--- src/rtl/second_game_sequencer.sv ---
// Round controller for the obstacle-dodge game: state sequencing, accelerating
// scroll tick, hole-size schedule, score counting and per-round engine clear.
module second_game_sequencer #(
   parameter int unsigned TICK_PERIOD_INIT = 32768,
   parameter int unsigned TICK_PERIOD_MIN  = 4096,
   parameter int unsigned TICK_PERIOD_STEP = 1024,
   parameter int unsigned HOLE_INIT        = 75,
   parameter int unsigned HOLE_MIN         = 40,
   parameter int unsigned PASSES_PER_STEP  = 4,
   parameter int unsigned COUNTDOWN_FRAMES = 180,
   parameter int unsigned GAMEOVER_FRAMES  = 120,
   parameter int unsigned SCORE_W          = 10
) (
   input  logic               clk,
   input  logic               arst_n,
   input  logic               i_start,
   input  logic               i_frame_end,
   input  logic               i_collision,
   input  logic               i_obstacle_passed,
   output logic [1:0]         o_state,
   output logic               o_engine_clear,
   output logic               o_scroll_tick,
   output logic [9:0]         o_hole_size,
   output logic [SCORE_W-1:0] o_score,
   output logic               o_is_gameover
);

   localparam int unsigned HW   = 10;
   localparam int unsigned PW   = $clog2(TICK_PERIOD_INIT + TICK_PERIOD_STEP + 1);
   localparam int unsigned FMAX = (COUNTDOWN_FRAMES > GAMEOVER_FRAMES) ? COUNTDOWN_FRAMES
                                                                       : GAMEOVER_FRAMES;
   localparam int unsigned FW   = $clog2(FMAX + 1);
   localparam int unsigned NW   = $clog2(PASSES_PER_STEP + 1);

   typedef enum logic [1:0] {
      IDLE      = 2'd0,
      COUNTDOWN = 2'd1,
      RUN       = 2'd2,
      GAMEOVER  = 2'd3
   } state_t;

   state_t        state;
   logic [PW-1:0] period;
   logic [PW-1:0] tick_cnt;
   logic [FW-1:0] frame_cnt;
   logic [NW-1:0] pass_cnt;

   logic          wrap;
   logic          step_done;
   logic          round_start;
   logic [PW-1:0] period_next;

   // A count already past a freshly shortened period wraps on the next cycle.
   assign wrap        = (tick_cnt >= (period - PW'(1)));
   assign step_done   = (pass_cnt == NW'(PASSES_PER_STEP - 1));
   // Clamp before subtracting so the period can never underflow.
   assign period_next = (period < PW'(TICK_PERIOD_MIN + TICK_PERIOD_STEP))
                        ? PW'(TICK_PERIOD_MIN) : (period - PW'(TICK_PERIOD_STEP));
   assign round_start = i_start && ((state == IDLE) ||
                                    ((state == GAMEOVER) && (frame_cnt == '0)));

   assign o_state = state;

   // Round sequencing, tick generation, difficulty schedule and score.
   always_ff @(posedge clk) begin
      if (!arst_n) begin
         state          <= IDLE;
         o_engine_clear <= 1'b0;
         o_scroll_tick  <= 1'b0;
         o_hole_size    <= HW'(HOLE_INIT);
         o_score        <= '0;
         o_is_gameover  <= 1'b0;
         period         <= PW'(TICK_PERIOD_INIT);
         tick_cnt       <= '0;
         frame_cnt      <= '0;
         pass_cnt       <= '0;
      end else begin
         o_engine_clear <= 1'b0;
         o_scroll_tick  <= 1'b0;
         if (round_start) begin
            state          <= COUNTDOWN;
            o_engine_clear <= 1'b1;
            o_is_gameover  <= 1'b0;
            frame_cnt      <= FW'(COUNTDOWN_FRAMES);
            o_hole_size    <= HW'(HOLE_INIT);
            period         <= PW'(TICK_PERIOD_INIT);
            o_score        <= '0;
            pass_cnt       <= '0;
         end else begin
            case (state)
               COUNTDOWN: begin
                  if (i_frame_end) begin
                     frame_cnt <= frame_cnt - FW'(1);
                     if (frame_cnt == FW'(1)) begin
                        state    <= RUN;
                        tick_cnt <= '0;
                     end
                  end
               end
               RUN: begin
                  // The tick from a wrap is emitted even if a collision ends the round.
                  o_scroll_tick <= wrap;
                  tick_cnt      <= wrap ? '0 : (tick_cnt + PW'(1));
                  if (i_collision) begin
                     state         <= GAMEOVER;
                     o_is_gameover <= 1'b1;
                     frame_cnt     <= FW'(GAMEOVER_FRAMES);
                  end else if (i_obstacle_passed) begin
                     if (o_score != '1) begin
                        o_score <= o_score + SCORE_W'(1);
                     end
                     if (step_done) begin
                        pass_cnt <= '0;
                        period   <= period_next;
                        if (o_hole_size > HW'(HOLE_MIN)) begin
                           o_hole_size <= o_hole_size - HW'(1);
                        end
                     end else begin
                        pass_cnt <= pass_cnt + NW'(1);
                     end
                  end
               end
               GAMEOVER: begin
                  if (i_frame_end && (frame_cnt != '0)) begin
                     frame_cnt <= frame_cnt - FW'(1);
                  end
               end
               default: begin
               end
            endcase
         end
      end
   end

endmodule

--- config.mk ---
export PLATFORM = sky130hd
export DESIGN_NAME = second_game_sequencer
export DESIGN_NICKNAME = d
export VERILOG_FILES = /design/src/rtl/second_game_sequencer.sv
export SDC_FILE = /design/constraint.sdc
export NUM_CORES = 1
export LEC_CHECK = 0
export CELL_PAD_IN_SITES_DETAIL_PLACEMENT = 1
export CELL_PAD_IN_SITES_GLOBAL_PLACEMENT = 1
export CORE_UTILIZATION = 40
export DETAILED_ROUTE_END_ITERATION = 8
export PLACE_DENSITY = 0.74
export SLEW_MARGIN = 10
export SYNTH_ARGS = -nofsm -noshare
export SYNTH_HDL_FRONTEND = slang
export SYNTH_SLANG_ARGS = --single-unit
--- constraint.sdc ---
create_clock -name clk -period 2.42 [get_ports clk]
set_input_delay 0.484 -clock clk [delete_from_list [all_inputs] [get_ports clk]]
set_output_delay 0.484 -clock clk [all_outputs]
set_load 0.03 [all_outputs]
==> impl_metrics.py <==
metrics = {
    "sta": {
        "hold_ws_ns": 0.464,
        "relSlewSlack_pct": 63.0,
        "finalCritPeriodShare_pct": 96.2,
        "finalMaxSlewViolations": 0,
        "finalSetupViolCount": 0,
        "worst_pin_slew_ns": 0.552,
        "clock_skew_ns": 0.0128,
        "final.setup.worst_slack_ns": 0.0916,
        "period_needed_ns": 2.33,
        "hold_violations": 0,
        "fmaxAchievable_mhz": 429,
    },
    "placed_design": {
        "hpwl_um": 6060,
        "io_buffers": 30,
        "gp_congestion": 0.811,
        "place_ws_ns": -0.0762,
        "dp.cells": 507,
    },
    "synth": {
        "synthTopCellsByCount": "dfxtp_1, nor2_1, nor3_1, xor2_1",
        "syn_area_mm2": 0.00319,
        "ys_seq_area_share_pct": 36.4,
        "syn_inst": 372,
        "synth_fp_nets": 400,
        "synth_seq_cells": 58,
        "synthTopCellsByArea": "dfxtp_1, ha_1, xor2_1",
        "synth_cell_types": 57,
        "syn_avg_cell_area_um2": 8.57,
        "synth_enable_flop_cells": 0,
        "yosysMostFrequentCell": "dfxtp_1",
        "ys_warn_count": 0,
        "synthFlopType": "dfxtp_1",
        "synth.largest_area_cell": "dfxtp_1",
        "synth_top_area_share_pct": 36.4,
        "synthArstFlopShare_pct": 0,
    },
    "die": {
        "dieHeight_um": 91.3,
        "core_mm2": 0.00773,
        "io_pins": 31,
        "initial_utilization_pct": 41.2,
        "dieArea_mm2": 0.00833,
        "row_count": 32,
        "die_x_um": 91.3,
    },
    "clock_tree": {
        "clk_pin_slew_ns": 0.07,
        "htreeDepth": 3,
        "numCtsBuffers": 9,
        "clock_sinks": 58,
        "clockBufferDepth": 2,
        "cts-root-buf": "clkbuf_8",
        "postCtsHoldBufs": 0,
        "clock_latency_ns": 0.34,
        "tritoncts": "built",
    },
    "cells_and_area": {
        "drive_gt1_share_pct": 13.4,
        "antenna_cells": 0,
        "final_cells": 526,
        "syn_to_final_growth_pct": 24.5,
        "post-route-util_pct": 51.3,
        "final_nets": 447,
        "final.fill_count": 935,
    },
    "worst_setup_path": {
        "timing.rr.end": "tick_cnt[8]$_SDFFE_PN0P_",
        "r2r_start": "period[10]$_SDFFE_PP0P_",
        "crit_path_start": "period[10]$_SDFFE_PP0P_",
        "rrSetupSlack_ns": 0.09,
        "path_class": "reg -> reg",
        "rr_worst_depth": 12,
        "crit_fanout": 8,
        "crit_path_end": "tick_cnt[8]$_SDFFE_PN0P_",
        "endpoint_kind": "register",
        "required_ns": 2.68,
        "critPathArrivalTime_ns": 2.58,
        "start_kind": "register",
    },
    "route": {
        "dr.pass1.iters": 4,
        "routed_wirelength_um": 8680,
        "route.detailed.drc": 0,
        "viasPerCell": 5.49,
        "antenna_left": 0,
        "vias": 2888,
        "wl_per_cell_um": 16.5,
        "drt_iter0_markers": 90,
    },
    "global_route": {
        "grt.overflow.total": 0,
        "grtUsageTotal_pct": 21.8,
        "grt_max_degree": 21,
        "grt_pass1_vias": 2941,
        "grt_pass1_wl_um": 14400,
        "antenna_found_initial": 0,
    },
    "min_path": {
        "hold_path_class": "reg -> reg",
    },
    "pwr": {
        "powerDensity_mw_per_mm2": 637,
        "peakVddDrop_v": 0.000289,
        "finalPower_w": 0.00253,
        "power_leakage_nw": 1.48,
    },
    "job": {
        "drv_cap": 0,
    },
    "outcome": {
        "status": "completed",
    },
}
[cell type report]
type                            instances  area [µm²]  area share [%]
Multi-Input combinational cell        287        1980            50.0
Sequential cell                        58        1160            29.3
Timing Repair Buffer                   48         448            11.3
Clock buffer                           12         165            4.16
Tap cell                              102         128            3.22
Inverter                               15        56.3            1.42
Clock inverter                          4        25.0           0.631
[cell families (layout without fill, tap and decap cells)]
family / after synthesis / count (layout) / synth area share (%)
simple gates: 167 / 167 / 28.0
flops: 58 / 58 / 36.4
buf+inv: 28 / 79 / 3.93
fa+ha+maj: 22 / 22 / 8.64
mux: 5 / 5 / 1.57
compound gates: 65 / 66 / 14.0
xor+xnor: 27 / 27 / 7.42
[power breakdown]
part,switching (W),internal (W),total (W)
Combinational,0.000356,0.000256,0.000611
Clock,0.000402,0.000452,0.000854
Sequential,0.0000625,0.00100,0.00106
Total,0.000821,0.00171,0.00253
[per-layer routing]
metal / part of all wire [%] / global-route usage (%)
met5: 0 / 0
met4: 1.1 / 7.54
met3: 2.5 / 5.44
met2: 48 / 35.7
met1: 49 / 27.9
[through the flow]
step	setup TNS, ns	area, µm²
finish	0	3970
CTS	-0.0269	3880
global route	-0.241	3970
floorplan	0	3190
detailed placement	-0.774	3670
global placement	0	3670
[worst min path at each step]
| stage | from | end | slack (ns) | depth (start not counted) |
|---|---|---|---|---|
| 2_1_floorplan | pass_cnt[1]$_SDFFE_PP0P_ | pass_cnt[1]$_SDFFE_PP0P_ | 0.44 | 2 |
| 3_3_place_gp | pass_cnt[1]$_SDFFE_PP0P_ | pass_cnt[1]$_SDFFE_PP0P_ | 0.45 | 2 |
| 3_5_place_dp | pass_cnt[1]$_SDFFE_PP0P_ | pass_cnt[1]$_SDFFE_PP0P_ | 0.46 | 2 |
| 4_1_cts | pass_cnt[1]$_SDFFE_PP0P_ | pass_cnt[1]$_SDFFE_PP0P_ | 0.47 | 2 |
| 5_1_grt | pass_cnt[1]$_SDFFE_PP0P_ | pass_cnt[1]$_SDFFE_PP0P_ | 0.49 | 2 |
| 6_report | pass_cnt[1]$_SDFFE_PP0P_ | pass_cnt[1]$_SDFFE_PP0P_ | 0.46 | 2 |
[placed cells by master, fill, tap and decap left out, types with 3 or more instances in the layout]
cell type,netlist,layout
and4_1,3,3
a311oi_1,3,3
dfxtp_1,58,58
o21a_1,3,3
nor3_1,28,21
and3_1,6,6
nand4_1,12,12
inv_1,15,14
ha_1,22,21
nand4b_1,5,5
xor2_1,24,24
a211oi_1,4,3
buf_4,2,17
clkdlybuf4s50_1,0,30
o21ai_0,13,12
nand3_1,16,16
nor3_2,0,7
mux2i_1,5,5
nor4_1,3,3
a21oi_1,18,18
or3_1,6,6
clkbuf_8,0,12
nand2b_1,5,5
nor2_1,38,37
nand2_1,22,22
nor2b_1,7,7
and2_1,3,3
xnor2_1,3,3
[timing repair]
action                                  CTS  global route
pin swaps                                 3             3
buffers inserted                          0             2
endpoints found under the setup margin   16            18
cloned                                    1             0
resized for setup                         3            13
[state kept, by name, indices dropped and copies added (netlist names)]
register	flops
tick_cnt	16
pass_cnt	3
o_state	2
period	6
o_engine_clear	1
o_score	10
o_is_gameover	1
o_hole_size	10
o_scroll_tick	1
frame_cnt	8
[worst max-delay path, stage by stage (launching register included)]
cell and delay [ns]:
dfxtp_1 0.33, inv_2 0.09, ha_2 0.20, nor3b_4 0.18, xor2_1 0.20, inv_1 0.07
ha_1 0.29, o21ai_1 0.13, nor2_1 0.07, nor2_2 0.23, a31oi_4 0.13, buf_12 0.16
nor3_1 0.16
(Power assumes the default switching activity.)
==> RTL edit (same flow settings) <==
Change the localparam `HW` from 10 to 5.
--- a/src/rtl/second_game_sequencer.sv
+++ b/src/rtl/second_game_sequencer.sv
@@ -27,3 +27,3 @@
 
-   localparam int unsigned HW   = 10;
+   localparam int unsigned HW   = 5;
    localparam int unsigned PW   = $clog2(TICK_PERIOD_INIT + TICK_PERIOD_STEP + 1);
Check against the original RTL: not equivalent (a bounded check fails within 4 cycles, from zero or initial values and one cycle with arst_n low).
==> RTL edit against the unedited design <==
  * Sequential cell count is the same
  * Power up 5.4%
  * Worst hold slack gained 0.027 ns
  * Largest power group unchanged
  * Global-route usage down 0.64 points
  * Fmax grew 1.2%
  * Cell area fell by 0.44%
  * Area after synthesis decreased by 1.0%
  * Clock skew decreased by 0.0030 ns
  * Setup slack improved by 0.028 ns
  * Wire length shrank 4.7%
  * Final cell count decreased by 1.3%
==> RTL edit: results (changes against the unedited design) <==
Parameter                              Value

Routing
  Wire length on met2 ... 4.02 mm (-3.3%)
  Count of routing violations after the opening detailed-route iteration ... 78 (-13%)
  Average routed wire per standard cell ... 16.0 µm (-3.4%)
  Post-detailed-route via-to-cell ratio ... 5.41 (-1.4%)
  Met3 layer wire length in the routed design ... 258 µm (+19%)

STA
  Setup Skew ... 0.00983 ns (-0.00297 ns)
  Relative slew margins ... 0.658 (+0.0279)

Logic synthesis
  Synth Area in Compound Gates ... 0.129 (-0.0109)
  Post-synthesis adder-cell area fraction ... 0.0873 (+0.000891)
  Xor and xnor fraction of the mapped netlist area ... 0.0861 (+0.0119)
  Register area share after synthesis ... 0.368 (+0.00376)
  Post-synth cell types ... 54 (-5.3%)
  Main area contributors after synthesis ... dfxtp_1 (37%), ha_1 (8.7%), nor2_1 (6.3%), xnor2_1 (4.4%), xor2_1 (4.2%)
  Portion of netlist area occupied by mux cells ... 0.0190 (+0.00334)

Global routing
  Maximum number of pins on one net before global-route repair ... 31 (+48%)
  Vias in the first global route ... 2,807 (-4.6%)
  Global-route wire length before repair ... 13.9 mm (-3.9%)
  Global routing met1 resource utilization ... 0.274 (-0.00505)
  Overall Global Routing Usage ... 0.212 (-0.00640)

Worst setup path
  Critical-path maximum fanout ... 9 (+1)
  R2R Setup Slk ... 0.12 ns (+0.03 ns)
  Endpoint of the lowest-slack register-to-register path ... tick_cnt[6]
  Slowest cell on crit path ... dfxtp_2

Placed design
  Pre-CTS setup slack ... -0.00913 ns (+0.0671 ns)

Power and ir drop
  Leak pwr ... 1.49 nW (+0.74%)

Finish
  Layout cell share with drive strength beyond 1 ... 0.139 (+0.00465)
  Post-layout nets ... 440 (-1.6%)

Status
  Run status ... finished, final reports clean
## RTL edit: changes by cell type after synthesis, sizes merged, moves of 4 or more
cell / unedited run / this run
o21ai: 14 / 8
nand4b: 5 / 0
xnor2: 3 / 16
xor2: 24 / 15
nor2: 39 / 53
nor3: 28 / 13
or3: 6 / 2
nor4: 4 / 14
nor2b: 7 / 1
## RTL edit: cell families after synthesis
kind of cell               Yosys count
and+or+nand+nor                    164
DFF                                 58
AOI/OAI and AO/OA                   56
adders and majority gates           22
buffers and inverters               26
muxes                                6
xor gates and xnor gates            31
## RTL edit: worst min path at each step
stage	to	depth (start not counted)	slack [ns]	start
final	pass_cnt[2]	1	0.49	pass_cnt[2]
after global routing	pass_cnt[2]	1	0.51	pass_cnt[2]
after CTS	pass_cnt[2]	1	0.49	pass_cnt[2]
after detailed placement	pass_cnt[2]	1	0.47	pass_cnt[2]
after global placement	o_is_gameover	2	0.45	o_is_gameover
after floorplan	period[11]	2	0.44	period[11]
## RTL edit: what timing repair did
action                                  4_1_cts  5_1_grt
hold endpoints to repair                      0        0
pin swaps                                     1        2
endpoints found under the setup margin       16       16
buffers inserted                              0        1
gates resized for setup                       0       13
## RTL edit: area by class of cell
class                      instances  area [µm²]
inverter                          15        56.3
multi-input combinational        279        1920
timing repair buffer              49         463
tap                              102         128
fill                             923        3740
sequential                        58        1160
clock buffer                       9         124
clock inverter                     7        93.8
## RTL edit: metrics by stage
step	area, µm²	total power [mW]
global route	3950	2.80
detailed placement	3680	1.66
CTS	3890	2.68
floorplan	3170	1.47
global placement	3680	1.64
finish	3950	2.66
## RTL edit: power by group
group          leakage (nW)  internal, mW  switching [mW]  total [mW]
Clock                 0.105         0.577           0.428        1.01
Sequential            0.471         0.995          0.0456        1.04
Combinational         0.916         0.253           0.366       0.619
Total                  1.49          1.83           0.840        2.66
